## src/rtl/bp_me_clint_timer.sv

```systemverilog
// CLINT-style timer block: mipi, mtimecmp and mtime registers behind a
// single-outstanding request/response port, plus software and timer interrupts.
module bp_me_clint_timer #(
  parameter int paddr_width_p = 40,
  parameter int data_width_p  = 64
) (
  input  logic                     clk_i,
  input  logic                     reset_n_i,
  input  logic                     rtc_tick_i,
  input  logic                     v_i,
  output logic                     ready_o,
  input  logic                     w_i,
  input  logic [paddr_width_p-1:0] addr_i,
  input  logic [data_width_p-1:0]  data_i,
  output logic                     v_o,
  input  logic                     yumi_i,
  output logic [data_width_p-1:0]  data_o,
  output logic                     err_o,
  output logic                     software_irq_o,
  output logic                     timer_irq_o
);

  localparam logic [0:0] ST_IDLE = 1'b0;
  localparam logic [0:0] ST_RESP = 1'b1;

  localparam logic [paddr_width_p-1:0] ADDR_MIPI     = paddr_width_p'(32'h0030_0000);
  localparam logic [paddr_width_p-1:0] ADDR_MTIMECMP = paddr_width_p'(32'h0030_4000);
  localparam logic [paddr_width_p-1:0] ADDR_MTIME    = paddr_width_p'(32'h0030_BFF8);

  logic [0:0]              r_state;
  logic                    r_mipi;
  logic [data_width_p-1:0] r_mtimecmp;
  logic [data_width_p-1:0] r_mtime;
  logic                    r_tick;
  logic                    r_timer_irq;
  logic [data_width_p-1:0] r_data;
  logic                    r_err;

  logic                    w_accept;
  logic                    w_hit_mipi;
  logic                    w_hit_mtimecmp;
  logic                    w_hit_mtime;
  logic                    w_err;
  logic                    w_tick_edge;
  logic [data_width_p-1:0] w_rdata;

  assign ready_o        = (r_state == ST_IDLE);
  assign v_o            = (r_state == ST_RESP);
  assign data_o         = r_data;
  assign err_o          = r_err;
  assign software_irq_o = r_mipi;
  assign timer_irq_o    = r_timer_irq;

  assign w_accept       = v_i & ready_o;
  // Exact full-width compares also reject any misaligned byte address.
  assign w_hit_mipi     = (addr_i == ADDR_MIPI);
  assign w_hit_mtimecmp = (addr_i == ADDR_MTIMECMP);
  assign w_hit_mtime    = (addr_i == ADDR_MTIME);
  assign w_err          = ~(w_hit_mipi | w_hit_mtimecmp | w_hit_mtime);
  assign w_tick_edge    = rtc_tick_i & ~r_tick;

  always_comb begin
    // NOTE: default first so every path assigns w_rdata and no latch is inferred.
    w_rdata = '0;
    if (w_hit_mipi)     w_rdata = {{(data_width_p-1){1'b0}}, r_mipi};
    if (w_hit_mtimecmp) w_rdata = r_mtimecmp;
    if (w_hit_mtime)    w_rdata = r_mtime;
  end

  always_ff @(posedge clk_i) begin
    if (!reset_n_i) begin
      r_state     <= ST_IDLE;
      r_mipi      <= 1'b0;
      r_mtimecmp  <= '1;
      r_mtime     <= '0;
      r_tick      <= 1'b0;
      r_timer_irq <= 1'b0;
      r_data      <= '0;
      r_err       <= 1'b0;
    end else begin
      // NOTE: non-blocking assignments so every compare below sees pre-edge state.
      r_tick      <= rtc_tick_i;
      r_timer_irq <= (r_mtime >= r_mtimecmp);
      if (w_tick_edge) r_mtime <= r_mtime + data_width_p'(1);

      if (w_accept) begin
        r_state <= ST_RESP;
        r_err   <= w_err;
        r_data  <= (w_i | w_err) ? '0 : w_rdata;
        if (w_i && !w_err) begin
          if (w_hit_mipi)     r_mipi     <= data_i[0];
          if (w_hit_mtimecmp) r_mtimecmp <= data_i;
          // NOTE: last non-blocking write wins, so a software mtime write discards a same-cycle tick.
          if (w_hit_mtime)    r_mtime    <= data_i;
        end
      end else if ((r_state == ST_RESP) && yumi_i) begin
        r_state <= ST_IDLE;
      end
    end
  end

endmodule

```

## config.mk

```make
export PLATFORM = sky130hd
export DESIGN_NAME = bp_me_clint_timer
export DESIGN_NICKNAME = d
export VERILOG_FILES = /design/src/rtl/bp_me_clint_timer.sv
export SDC_FILE = /design/constraint.sdc
export NUM_CORES = 1
export LEC_CHECK = 0
export ABC_AREA = 1
export CELL_PAD_IN_SITES_DETAIL_PLACEMENT = 0
export CELL_PAD_IN_SITES_GLOBAL_PLACEMENT = 1
export CORE_AREA = 2 2 184 186
export DETAILED_ROUTE_END_ITERATION = 7
export DIE_AREA = 0 0 186 188
export PLACE_DENSITY = 0.86
export SLEW_MARGIN = 20
export SYNTH_ARGS = -nofsm -noshare
export SYNTH_HDL_FRONTEND = slang
export SYNTH_SLANG_ARGS = --single-unit
```

## constraint.sdc

```tcl
create_clock -name clk_i -period 1.9 [get_ports clk_i]
set_input_delay 0.38 -clock clk_i [delete_from_list [all_inputs] [get_ports clk_i]]
set_output_delay 0.38 -clock clk_i [all_outputs]
set_load 0.1 [all_outputs]
```

==> out/qor.csv <==
stage;metric;value;unit
outcome;status;completed;
clock_tree;cts_buffer_depth;2;
yosys;synth_async_sr_flop_share;0;%
sta;period_needed;1.89;ns
grt;grt_overflow;0;
drt;drt_first_pass_iters;6;
yosys;syn_area;12600;um2
floorplan;coreArea;33100;um2
yosys;synth_flop_cell;dfxtp_1;
yosys;synth_cell_types;43;
placement;hpwlAfterDp;33800;um
layout;fin_nets;2451;
drt;via_count;14400;
yosys;syn_avg_cell_area;6.49;um2
layout;nFillCells;3086;
drt;antenna_left;0;
clock_tree;clkSlewWorstSetupHoldPaths;0.08;ns
clock_tree;cts_tree;done;
sta;fin_skew;0.0147;ns
clock_tree;clockRootBuffer;clkbuf_16;
setup_path;end_kind;flip-flop;
setup_path;crit_path_start_kind;flip-flop;
yosys;yosys-top-cells-area;dfxtp_1 31%, nand2_1 13%, nand3_1 10%;
drt;avgViaCountPerCell;5.27;
clock_tree;clock_latency;0.46;ns
grt;grt_use_total;25.2;%
layout;layout_common_cells;425 x nand2_1, 246 x nand3_1, 197 x buf_4;
floorplan;floorplan.initialDensity;38.2;%
floorplan;ios;179;
setup_path;arrival;2.30;ns
sta;setup_ws;0.00879;ns
yosys;synth_top_area_cell;dfxtp_1;
sta;worst_slew_pin_slew;0.427;ns
pwr;max-vdd-ir-drop;0.625;mV
sta;hold_viol_final;0;
drt;drt_iter0_markers;1082;
layout;seq_area;4000;um2
yosys;synth_nets;2124;
grt;grt_pass1_vias;13800;
grt;grt_pass1_wl;71000;um
placement;gp_congestion;0.938;
sta;final-setup-viol-count;0;
layout;area_growth;47.8;%
sta;whs;0.380;ns
clock_tree;cts-htree-levels;4;
hold_path;min_path_type;in2reg;
sta;slew_viol_final;0;
grt;antenna_found_initial;0;
floorplan;die_w;186;um
floorplan;dieHeight;188;um
drt;drc;0;
sta;grt_setup_unrepaired;yes;
placement;io_buffers;178;
grt;grt_max_degree;74;
yosys;ys_warn_count;0;
layout;stdcell_count;2738;
sta;max_freq;0.529;GHz
yosys;yosysSeqAreaShare;31.2;%
setup_path;path_class;reg2reg;
pwr;leakagePower;8.87;nW
sta;slew_headroom;71.5;%
layout;drive_gt1_share;22.6;%
floorplan;num_rows;67;
yosys;yosys.area.top_type_share;31.2;%
setup_path;worstPathRequired;2.31;ns
layout;multi_input_area;7870;um2
drt;wirelength;47800;um
placement;numPlacedInstances;2672;
layout;final_common_cell;nand2_1;
yosys;synth_edf_count;0;
yosys;synth-seq-cells;197;
setup_path;critPathMaxFanout;2;
pwr;pwr_density_cell;462;nW/um2
sta;tns;0;ns
sta;fin_crit_sh;99.5;%
flow_run;drv_cap;0;
floorplan;design.die.area;35000;um2
placement;dp_worst_setup_slack;-0.472;ns
clock_tree;numCtsBuffers;17;
drt;wire_per_inst;17.4;um
yosys;syn_inst;1949;
clock_tree;cts.sinks;197;
## synthesized netlist by cell type (3+ instances only)
cell type  number
buf_1           8
xor2_1         26
nand4_1       150
buf_4           4
dfxtp_1       197
nand3b_1        3
inv_1         201
nand3_1       260
ha_1           65
o21ai_0        72
nor2_1        192
a21oi_1       132
o21ai_1         6
nor3_1         13
clkinv_1        3
clkbuf_1       59
xnor2_1         8
nand2_1       444
inv_2           5
o211ai_1        6
nand3_2         5
buf_6          11
o21a_1          4
buf_2          30
o21bai_1        5
nor2_2         12
nor4_1          4
## area by class of cell
| class | count | share of cell area [%] |
|---|---|---|
| Antenna cell | 1 | 0.0134 |
| Clock buffer | 19 | 2.32 |
| Clock inverter | 13 | 0.783 |
| Inverter | 209 | 4.27 |
| Multi-Input combinational cell | 1431 | 42.1 |
| Sequential cell | 197 | 21.4 |
| Tap cell | 448 | 3.00 |
| Timing Repair Buffer | 420 | 26.2 |
## final timing paths
check / depth (start not counted) / to / from / slack, ns
setup reg to reg: 10 / timer_irq_o$_SDFF_PN0_ / r_mtime[62]$_SDFF_PN0_ / 0.009
hold reg to reg: 2 / r_mtimecmp[57]$_SDFFE_PN1P_ / r_mtimecmp[57]$_SDFFE_PN1P_ / 0.50
setup / recovery: 10 / timer_irq_o$_SDFF_PN0_ / r_mtime[62]$_SDFF_PN0_ / 0.009
hold / removal: 3 / r_mtimecmp[19]$_SDFFE_PN1P_ / reset_n_i / 0.38
## layer usage
layer,up-vias,global-route usage (%),wire length (um)
li1,7157,-,-
met2,477,42.8,23100
met1,6722,33.5,21300
met3,63,3.05,2370
met5,-,0,0
met4,0,7.12,1010
## through the flow
stage                     power, mW  util [%]  area [um2]
after global routing           8.88      56.4       18700
after detailed placement       5.01      51.4       17000
after CTS                      8.67      53.5       17700
final                          8.63      56.5       18700
after global placement         5.00      51.4       17000
after floorplan                4.55         -       12900
## critical path, stage by stage, from the launching register on
cell and delay (ns):
dfxtp_1 0.36, ha_4 0.28, nand4_1 0.24, nor2_4 0.25, nand3_4 0.11, nor3b_2 0.18
buf_4 0.15, nand2_1 0.06, nand3_2 0.08, nand2_1 0.05, inv_1 0.05
## state kept, by name, summed over array words and instances, names as in the netlist
register / count
r_tick: 1
r_mtime: 64
r_mtimecmp: 64
err_o: 1
data_o: 64
timer_irq_o: 1
v_o: 1
software_irq_o: 1
## kinds of logic (layout without fill, tap and decap cells)
kind of cell,Yosys count,count (layout),share of synthesized area [%]
AOI/OAI and AO/OA,233,233,9.73
adders and majority gates,65,65,6.43
xor gates and xnor gates,34,34,2.35
DFF,197,197,31.2
other,0,1,0
buffers and inverters,321,661,10.6
and+or+nand+nor,1099,1099,39.7
## where the power goes
group	total, mW	internal, mW	switching [mW]
Clock	3.70	1.96	1.74
Combinational	0.788	0.350	0.439
Sequential	4.14	4.13	0.00950
Total	8.63	6.44	2.19
## what timing repair did
action	in CTS	in global routing
gates resized for setup	27	163
hold buffers	0	0
gates cloned	0	14
pin swaps	7	49
setup buffers	2	18
endpoints found under the setup margin	29	111
endpoints found under the hold margin	0	0
Note: power is estimated with default switching activity, not from simulation.
